[src/rtl/ram_port_arbiter.sv]
// Two-requester round-robin arbiter in front of a single-port BRAM.
// Supports locked bursts and returns read data with per-port valid strobes.
module ram_port_arbiter #(
  parameter int MEM_WIDTH = 32,
  parameter int MEM_SIZE  = 24,
  localparam int AW = $clog2(MEM_SIZE)
) (
  input  logic                 clk,
  input  logic                 rst,
  input  logic                 req0,
  input  logic                 req1,
  input  logic                 we0,
  input  logic                 we1,
  input  logic                 lock0,
  input  logic                 lock1,
  input  logic [AW-1:0]        addr0,
  input  logic [AW-1:0]        addr1,
  input  logic [MEM_WIDTH-1:0] di0,
  input  logic [MEM_WIDTH-1:0] di1,
  output logic                 gnt0,
  output logic                 gnt1,
  output logic                 rvalid0,
  output logic                 rvalid1,
  output logic [MEM_WIDTH-1:0] rdata,
  output logic                 err0,
  output logic                 err1,
  output logic                 ram_en,
  output logic                 ram_we,
  output logic [AW-1:0]        ram_addr,
  output logic [MEM_WIDTH-1:0] ram_di,
  input  logic [MEM_WIDTH-1:0] ram_dout
);

  typedef enum logic [1:0] {
    IDLE  = 2'd0,
    LOCK0 = 2'd1,
    LOCK1 = 2'd2
  } state_t;

  localparam logic [AW:0] LIMIT = (AW+1)'(MEM_SIZE);

  state_t state;
  logic   rr_ptr;
  logic   oor0;
  logic   oor1;
  logic   sel_oor;

  assign oor0  = {1'b0, addr0} >= LIMIT;
  assign oor1  = {1'b0, addr1} >= LIMIT;
  assign rdata = ram_dout;

  // Grants are masked during reset so nothing reaches the RAM.
  always_comb begin
    gnt0 = 1'b0;
    gnt1 = 1'b0;
    if (!rst) begin
      unique case (state)
        IDLE: begin
          if (req0 && req1) begin
            gnt0 = ~rr_ptr;
            gnt1 = rr_ptr;
          end else begin
            gnt0 = req0;
            gnt1 = req1;
          end
        end
        LOCK0:   gnt0 = req0;
        LOCK1:   gnt1 = req1;
        default: ;
      endcase
    end
  end

  always_comb begin
    ram_we   = 1'b0;
    ram_addr = '0;
    ram_di   = '0;
    sel_oor  = 1'b0;
    if (gnt0) begin
      ram_we   = we0;
      ram_addr = addr0;
      ram_di   = di0;
      sel_oor  = oor0;
    end else if (gnt1) begin
      ram_we   = we1;
      ram_addr = addr1;
      ram_di   = di1;
      sel_oor  = oor1;
    end
  end

  assign ram_en = (gnt0 | gnt1) & ~sel_oor;

  always_ff @(posedge clk or posedge rst) begin
    if (rst) begin
      state   <= IDLE;
      rr_ptr  <= 1'b0;
      rvalid0 <= 1'b0;
      rvalid1 <= 1'b0;
      err0    <= 1'b0;
      err1    <= 1'b0;
    end else begin
      rvalid0 <= gnt0 & ~we0 & ~oor0;
      rvalid1 <= gnt1 & ~we1 & ~oor1;
      err0    <= gnt0 & oor0;
      err1    <= gnt1 & oor1;
      unique case (state)
        IDLE: begin
          if (gnt0) begin
            rr_ptr <= 1'b1;
            if (lock0) state <= LOCK0;
          end else if (gnt1) begin
            rr_ptr <= 1'b0;
            if (lock1) state <= LOCK1;
          end
        end
        LOCK0: if (!lock0) state <= IDLE;
        LOCK1: if (!lock1) state <= IDLE;
        default: state <= IDLE;
      endcase
    end
  end

endmodule

[config.mk]
export PLATFORM = sky130hd
export DESIGN_NAME = ram_port_arbiter
export DESIGN_NICKNAME = d
export VERILOG_FILES = /design/src/rtl/ram_port_arbiter.sv
export SDC_FILE = /design/constraint.sdc
export NUM_CORES = 1
export LEC_CHECK = 0
export ABC_AREA = 0
export CAP_MARGIN = 30
export CORE_AREA = 2 2 74 76
export CTS_CLUSTER_DIAMETER = 40
export DETAILED_ROUTE_END_ITERATION = 6
export DIE_AREA = 0 0 76 78
export GPL_TIMING_DRIVEN = 0
export HOLD_SLACK_MARGIN = 0.02
export PLACE_DENSITY_LB_ADDON = 0.08
export SKIP_LAST_GASP = 1
export SYNTH_ARGS = -nofsm -noshare
export SYNTH_HDL_FRONTEND = slang
export SYNTH_SLANG_ARGS = --single-unit
export TNS_END_PERCENT = 20
[constraint.sdc]
create_clock -name clk -period 2.9 [get_ports clk]
set_input_delay 0.58 -clock clk [delete_from_list [all_inputs] [get_ports clk]]
set_output_delay 0.58 -clock clk [all_outputs]
set_load 0.005 [all_outputs]
# Word level (Yosys, flattened, before mapping)

Index checks and enable logic that the tools add are counted.

Reduce and logical (&&, ||, !) cells: 5
Bitwise gates (word level): 14
Equal/unequal tests: 7
$lt $le $gt $ge: 2
Muxes and demuxes: 23

Operators by type and width:

| operator                                                 | number |
|---|---|
| 2-to-1 mux 32 bit                                        | 2 |
| 2-to-1 mux 2 bit                                         | 6 |
| greater-or-equal comparator 5 bit, second input constant | 2 |
| 2-to-1 mux 1 bit                                         | 10 |
| 2-to-1 mux 5 bit                                         | 2 |
| != test 3 bit, second input constant                     | 3 |
| bitwise AND 1 bit                                        | 7 |
| inverter 1 bit                                           | 6 |
| case mux 2 bit (3 select lines)                          | 1 |
| AND reduction 5 bit                                      | 1 |
| != test 2 bit, second input constant                     | 2 |
| case mux 1 bit (2 select lines)                          | 2 |
| equality test 2 x 1 -> 1 bit, second input constant      | 1 |
| equality test 2 bit, second input constant               | 1 |
| zero test 2 bit                                          | 1 |
| AND reduction 2 bit                                      | 1 |
| nonzero test 2 bit                                       | 1 |
| logical AND 1 bit                                        | 1 |
| OR 1 bit                                                 | 1 |

Output and inout port bits: 77
Logic and storage cells: 57
Flip-flop bits (word level): 7
Bits of input ports: 114

# Depth between registers and ports, before layout

Gate-level depths: netlist of the first run.

Depth after elaboration: 8
Gate-level depth with buffers: 4

# Worst setup path after synthesis of the first run

Ideal clock, no wire load.

Path kind: input port to output port
Start point: input rst
End point: output ram_di[17]
Required time: 2.320 ns
Arrival time: 1.418 ns
Stages: 4
Slack: 0.902 ns
Cells stage by stage: inv_1 o2111a_1 buf_2 a22o_2

Longest elaborated chain between the ends: 3

RTL lines:

| element           | RTL line | source |
|---|---|---|
| from (decl)       | 9        | `input logic rst,` |
| 2-to-1 mux 1 bit  | 56       | `if (!rst) begin` |
| via gnt1          | 21       | `output logic gnt1,` |
| 2-to-1 mux 32 bit | 84       | `end else if (gnt1) begin` |
| 2-to-1 mux 32 bit | 79       | `if (gnt0) begin` |
| to (decl)         | 30       | `output logic [MEM_WIDTH-1:0] ram_di,` |

The timed path passes the listed nets, and every way through them passes these cells.

# Worst setup path in the final report of the first run

Start point: input req0
End point: output ram_di[20]

Longest elaborated chain between the ends: 6

RTL lines:

| element                         | RTL line | source |
|---|---|---|
| from (decl)                     | 10       | `input logic req0,` |
| logical AND 1 bit               | 59       | `if (req0 && req1) begin` |
| 2-to-1 mux 1 bit                | 59       |  |
| case mux 1 bit (2 select lines) | 57       | `unique case (state)` |
| 2-to-1 mux 1 bit                | 56       |  |
| 2-to-1 mux 32 bit               | 84       |  |
| 2-to-1 mux 32 bit (*)           | 79       |  |

Mark *: on every way between the ends. The rest lies on a longest branch, timed or not.

==> reports/summary.txt, run 1 <==
=========================================================================================
Net count of the mapped netlist                                                       219
Effective utilization at floorplan                                                  0.194
Critical path peak fanout                                                              10
Cell Count Post-Placement                                                             333
Count of distinct cell types in the synthesized netlist                                20
Crit path kind                                                               input port to primary output
Layout cells sized above 1                                                          0.219
Setup violators final                                                                   0
Library cell occupying the most area in the post-synthesis netlist                 a22o_1
Number of warning messages in the yosys log                                             0
Maximum clock rate                                                                363 MHz
Max_slew headroom                                                                   0.833
Pin count of the biggest net entering global routing                                   11
TritonCTS clock tree                                                                  yes
Clock tree root driver cell                                                      clkbuf_8
Fin. max-slew vios                                                                      0
Pleak                                                                             1.15 nW
Crit path buf inv count                                                                 4
Most numerous cell on the critical path                                             buf_6
Final weighted congestion of routability-driven global placement                    0.771
Max Buffers Root-to-Sink                                                                2
Placement-stage cell area                                                        2650 µm²
Vias in the first global route                                                      1,539
Detailed-route vias per instance                                                     4.10
Floorplan die area                                                               5930 µm²
Area of the mapped netlist                                                        978 µm²
Adder-cell area share of the yosys netlist                                              0
Setup repair after global routing missed its margin                                    no
Hold/Removal Path Class                                                      register to register
Library cell contributing the largest single delay on the critical path      clkdlybuf4s50_1
Actual slew at the worst max-slew pin                                            0.249 ns
Post-detailed-route wirelength per cell                                           14.6 µm
Layout Cells excl Fill                                                                340
Crit share post-route                                                               0.951
HPWL after DPL                                                                    4370 µm
Share of synthesized cell area in and, or, nand and nor gates                      0.0716
Area overhead of the layout relative to synthesis                                    179%
Critical Path Start                                                                  req0
Clock latency at the later pin of the worst-skew pair                             0.23 ns
Post-route cell area                                                             2730 µm²
Worst setup EP type                                                          primary output
Min-Delay Path Depth                                                                    1
Power per cell area                                                            270 nW/µm²
Synth Register Bits                                                                     7
Maxcap violations                                                                       0
Height of the chip                                                                  78 µm
Max stage delay on crit path                                                      0.52 ns
Die Wd                                                                              76 µm
Largest family of logic cells by synthesized area                            compound AO/OA/AOI/OAI gates
Number of buffers inserted by port buffering                                          158
Share of synthesized area spent on multiplexers                                         0
Mean area per synthesized cell                                                   9.32 µm²
CTS clock-pin slew for the worst setup and hold paths                             0.04 ns
Shortest period the worst path allows                                             2.76 ns
XOR/XNOR Fraction of Synth Area                                                         0
Post-route worst hold slack                                                      0.518 ns
Arrival time worst endpoint                                                       2.18 ns
Detailed-routing iteration count for the pre-antenna-repair pass                        4
Initial antenna violation count                                                         0
Final Total Pwr                                                                0.000736 W
Proportion of register bits with asynchronous set or reset after synthesis           1.00
DR vias                                                                             1,393
Dominant synthesized flop cell                                                    dfrtp_1
Area of the placeable core                                                       5040 µm²
Net count reported at finish                                                          385
Antenna diodes                                                                          0
Critical Path, Cell by Cell                                                  dlygate4sd2_1 > nand2b_4 > a311oi_4 > buf_6 > buf_6 > a22o_2 > clkdlybuf4s50_1
Worst voltage drop across the vdd grid                                           0.127 mV
Number of buffers created by CTS                                                        3
Worst R2R Path Depth                                                                    5
Gate count after technology mapping                                                   105
Endpoint, Worst Hold                                                             state[1]
Most instantiated library cell after synthesis                                      buf_4
Wire length of the first global-routing pass                                      7640 µm
Fin util                                                                            0.541
Number of routed nets with antenna violations                                           0
Post-route DRC violation count                                                          0
Count of standard-cell rows                                                            26
I/O Pins                                                                              191
Hold Path Origin                                                                 state[0]
Proportion of netlist area held by the largest area contributor                     0.277
Global routing usage summed across all routing layers                               0.161
Final setup skew                                                               0.00368 ns
Hold-fix buffer count after cts                                                         0
Critical path data required time                                                  2.32 ns
Status                                                                       finished, final reports clean
H-Tree Level Count                                                                      1
Commonest cells in the synthesized netlist                                   32 x buf_4, 31 x a22o_1, 8 x a22o_2
Register-to-register setup slack                                                  1.53 ns
Post-synth EDFFs                                                                        0
Post-synthesis sequential area ratio                                                0.179
Final hold violation count                                                              0
Total grt overflow                                                                      0
Compound-gate portion of the synthesized area                                       0.426
DRT iter0 DRCs                                                                         32
Cell types with the largest area share after synthesis                       a22o_1 28%, buf_4 25%, dfrtp_1 18%, a22o_2 8.2%, buf_6 4.6%
Total routed wirelength                                                           4950 µm
Capture point of the worst reg-to-reg path                                           err0
TritonCTS Sinks                                                                         7
Kind of cell adding the most delay to the critical path                      buffers and inverters
Reg-to-reg startpoint                                                            state[1]
Type of element launching the critical path                                    input port
=========================================================================================
-- cell usage in the layout, fill, tap and decap left out, drive strengths merged --
master | synthesis | layout
clkdlybuf4s50 | 0 | 155
clkbuf | 0 | 4
inv | 3 | 3
nor3b | 1 | 1
o2111a | 1 | 1
a22o | 39 | 39
nand2b | 2 | 2
and3b | 2 | 2
o211a | 1 | 1
buf | 40 | 43
nor3 | 1 | 1
a31oi | 2 | 2
a21oi | 1 | 1
dfrtp | 7 | 7
dlygate4sd2 | 0 | 3
and3 | 2 | 2
nand2 | 2 | 2
a311oi | 1 | 1
-- where the power goes --
part           internal (W)  switching (W)  total [W]  leakage (nW)
registers          0.000108      0.0000124   0.000120        0.0931
logic              0.000338       0.000137   0.000475          1.04
clock network     0.0000953      0.0000450   0.000140        0.0228
-- worst max-delay path by stage --
stage	cells after the start	end	slack (ns)
final	7	ram_di[20]	0.14
after global routing	7	ram_di[6]	0.06
after CTS	7	ram_addr[3]	0.13
after detailed placement	6	ram_di[20]	-0.39
after global placement	6	ram_di[20]	-0.38
after floorplan	4	ram_di[17]	0.90
-- state kept, by name, summed over array words and instances, names as in the netlist --
name / cells
err0: 1
err1: 1
rr_ptr: 1
rvalid0: 1
rvalid1: 1
state: 2
-- layer usage --
metal  track usage  vias up  wire (µm)
met5             0        -          0
met4        0.0600        0         70
met3        0.0535        5        434
met2         0.293       70       2660
met1         0.175      616       1790
li1              -      702          -
-- area by class of cell --
type | count | area [µm²]
Buffer | 40 | 315
Clock buffer | 4 | 45.0
Fill cell | 472 | 2310
Inverter | 3 | 13.8
Multi-Input combinational cell | 55 | 488
Sequential cell | 7 | 175
Tap cell | 70 | 87.6
Timing Repair Buffer | 161 | 1600
-- kinds of logic (layout without fill, tap and decap cells) --
group / Yosys count / after routing
compound gates: 45 / 45
buf+inv: 43 / 208
flops: 7 / 7
simple gates: 10 / 10
-- stage by stage --
stage,setup TNS (ns),worst slack (ns)
finish,0,0.142
global route,0,0.0600
CTS,0,0.126
detailed placement,-14.13,-0.386
global placement,-14.11,-0.384
floorplan,0,0.902
-- timing repair --
item                                   CTS  global route
endpoints found under the hold margin    0             0
buffers inserted                         3             0
gates resized for setup                 11             0
setup endpoints to repair               41             0
No activity file was read; power rests on OpenSTA's default activity.
==> run 2: changes to the inputs <==
Settings changed: CORE_AREA 2 2 74 76 to unset, CORE_ASPECT_RATIO set to 0.5, CORE_MARGIN set to 2, CORE_UTILIZATION set to 21, DIE_AREA 0 0 76 78 to unset, RECOVER_POWER set to 25.
==> run 2 against run 1 <==
  * Hold slack got worse by 0.0013 ns
  * Combinational power shrank 1%
  * Register-to-register slack lost 0.04 ns
  * Sequential power about the same
  * Clock skew is 0.00089 ns higher
  * Count of clock-buffer cells in the layout did not move
  * Global-route usage fell by 0.94 points
  * Clock power fell by 4%
  * Critical path type unchanged
  * Total power is 1.6% lower
==> reports/summary.txt, run 2 (synthesis results as in run 1) <==
===============================================================================
Status                                                             finished, final reports clean
Power per cell area                                                  267 nW/µm²
Proportion of power drawn by flip-flops and latches                       0.166
I/O Pins                                                                    191
Vias in the first global route                                            1,357
Clk network pwr share                                                     0.187
Register with the most flip-flops                                         state
Number of buffers inserted by port buffering                                158
Relative contribution of combinational cells to total power               0.647
Critical path peak fanout                                                    10
Arrival time worst endpoint                                             2.23 ns
Total grt overflow                                                            0
Reg-to-reg startpoint                                                  state[1]
Post-route cell area                                                   2710 µm²
Max Buffers Root-to-Sink                                                      2
Clock tree root driver cell                                            clkbuf_8
Final setup skew                                                     0.00458 ns
Number of flip-flops under the largest register name                          2
Number of buffers created by CTS                                              3
Type of element launching the critical path                          input port
Setup repair after global routing missed its margin                          no
Count of standard-cell rows                                                  17
Final hold violation count                                                    0
Worst setup EP type                                                primary output
Post-detailed-route wirelength per cell                                 13.8 µm
Area of the placeable core                                             4450 µm²
Worst voltage drop across the vdd grid                                 0.129 mV
TritonCTS Sinks                                                               7
Fin. max-slew vios                                                            0
CTS clock-pin slew for the worst setup and hold paths                   0.04 ns
Cell-internal power                                                  0.000539 W
Placement-stage cell area                                              2630 µm²
Final weighted congestion of routability-driven global placement          0.747
Crit share post-route                                                     0.969
Combined area of the multi-input logic cells                            487 µm²
Post-route DRC violation count                                                0
Detailed-route vias per instance                                           4.34
Global routing usage summed across all routing layers                     0.152
HPWL after DPL                                                          3990 µm
Worst R2R Path Depth                                                          5
DRT iter0 DRCs                                                               27
TritonCTS clock tree                                                        yes
Maxcap violations                                                             0
DR vias                                                                   1,415
Fin util                                                                  0.609
Net count reported at finish                                                384
Area of all sequential standard cells                                   175 µm²
Initial antenna violation count                                               0
Hold Path Origin                                                       state[0]
Detailed-routing iteration count for the pre-antenna-repair pass              4
Layout cells sized above 1                                                0.208
Actual slew at the worst max-slew pin                                  0.413 ns
Die Wd                                                                   101 µm
Switching share of power                                                  0.256
Setup violators final                                                         0
Clock latency at the later pin of the worst-skew pair                   0.23 ns
H-Tree Level Count                                                            1
Number of routed nets with antenna violations                                 0
Pleak                                                                   1.16 nW
Hold/Removal Path Class                                            register to register
Antenna diodes                                                                0
Max_slew headroom                                                         0.724
Shortest period the worst path allows                                   2.81 ns
Height of the chip                                                      52.3 µm
Floorplan die area                                                     5250 µm²
Total routed wirelength                                                 4500 µm
Maximum clock rate                                                      356 MHz
Min-Delay Path Depth                                                          1
Switching power                                                      0.000185 W
Fill cell instance count of the final layout                                384
Effective utilization at floorplan                                        0.220
Crit path kind                                                     input port to primary output
Area overhead of the layout relative to synthesis                          177%
Most common library cell in the layout ignoring fill and taps      clkdlybuf4s50_1
Critical path data required time                                        2.32 ns
Wire length of the first global-routing pass                            6410 µm
Critical Path Start                                                        req0
Hold-fix buffer count after cts                                               0
Pin count of the biggest net entering global routing                         11
Most used cells in the layout excluding fill and tap cells         147 x clkdlybuf4s50_1, 36 x buf_4, 31 x a22o_1
===============================================================================
run 2: worst max-delay path, cell delays in order:
cell,delay [ns]
dlygate4sd2_1,0.30
nand2b_4,0.08
a311oi_4,0.30
buf_12,0.16
buf_6,0.13
a22o_1,0.15
clkdlybuf4s50_1,0.51
run 2: metrics by stage:
stage	setup WS, ns	hold slack [ns]	power (W)	TNS [ns]	instances
CTS	0.0918	0.510	0.000739	0	326
global route	0.0117	0.531	0.000772	0	326
detailed placement	-0.351	0.509	0.000588	-12.84	320
floorplan	0.902	0.400	0.000285	0	105
finish	0.0910	0.516	0.000724	0	326
global placement	-0.318	0.507	0.000582	-11.62	320
run 2: final timing paths:
path,slack (ns),end
worst min-delay path,0.52,state[1]
worst min register to register,0.52,state[1]
min in group asynchronous,0.68,err0
max in group asynchronous,1.93,rvalid0
worst max register to register,1.49,err0
worst max-delay path,0.09,ram_addr[3]
run 2: cell type report:
type / instances / area share
multi-input cells: 55 / 0.180
flip-flops and latches: 7 / 0.0647
repair buffers: 160 / 0.591
well taps: 57 / 0.0263
plain buffers: 40 / 0.116
inverters: 3 / 0.00462
clock buffers: 4 / 0.0166
run 2: repair_timing:
item                                   4_1_cts  5_1_grt
gates resized for setup                     10        0
setup endpoints to repair                   41        0
buffers inserted                             2        0
endpoints found under the hold margin        0        0
run 2: power by group through the flow:
stage	registers, W	clock network, W	logic (W)
floorplan	0.000119	0	0.000166
global placement	0.000121	0	0.000461
detailed placement	0.000121	0	0.000467
CTS	0.000120	0.000140	0.000478
global route	0.000121	0.000148	0.000503
finish	0.000120	0.000135	0.000468
run 2: layer usage:
| metal | share of wire | track usage | wire length (µm) | vias to the layer above |
|---|---|---|---|---|
| li1 | - | - | - | 698 |
| met1 | 0.34 | 0.159 | 1540 | 658 |
| met2 | 0.59 | 0.317 | 2650 | 55 |
| met3 | 0.062 | 0.0267 | 278 | 4 |
| met4 | 0.0065 | 0.0411 | 29 | 0 |
| met5 | 0 | 0 | 0 | - |
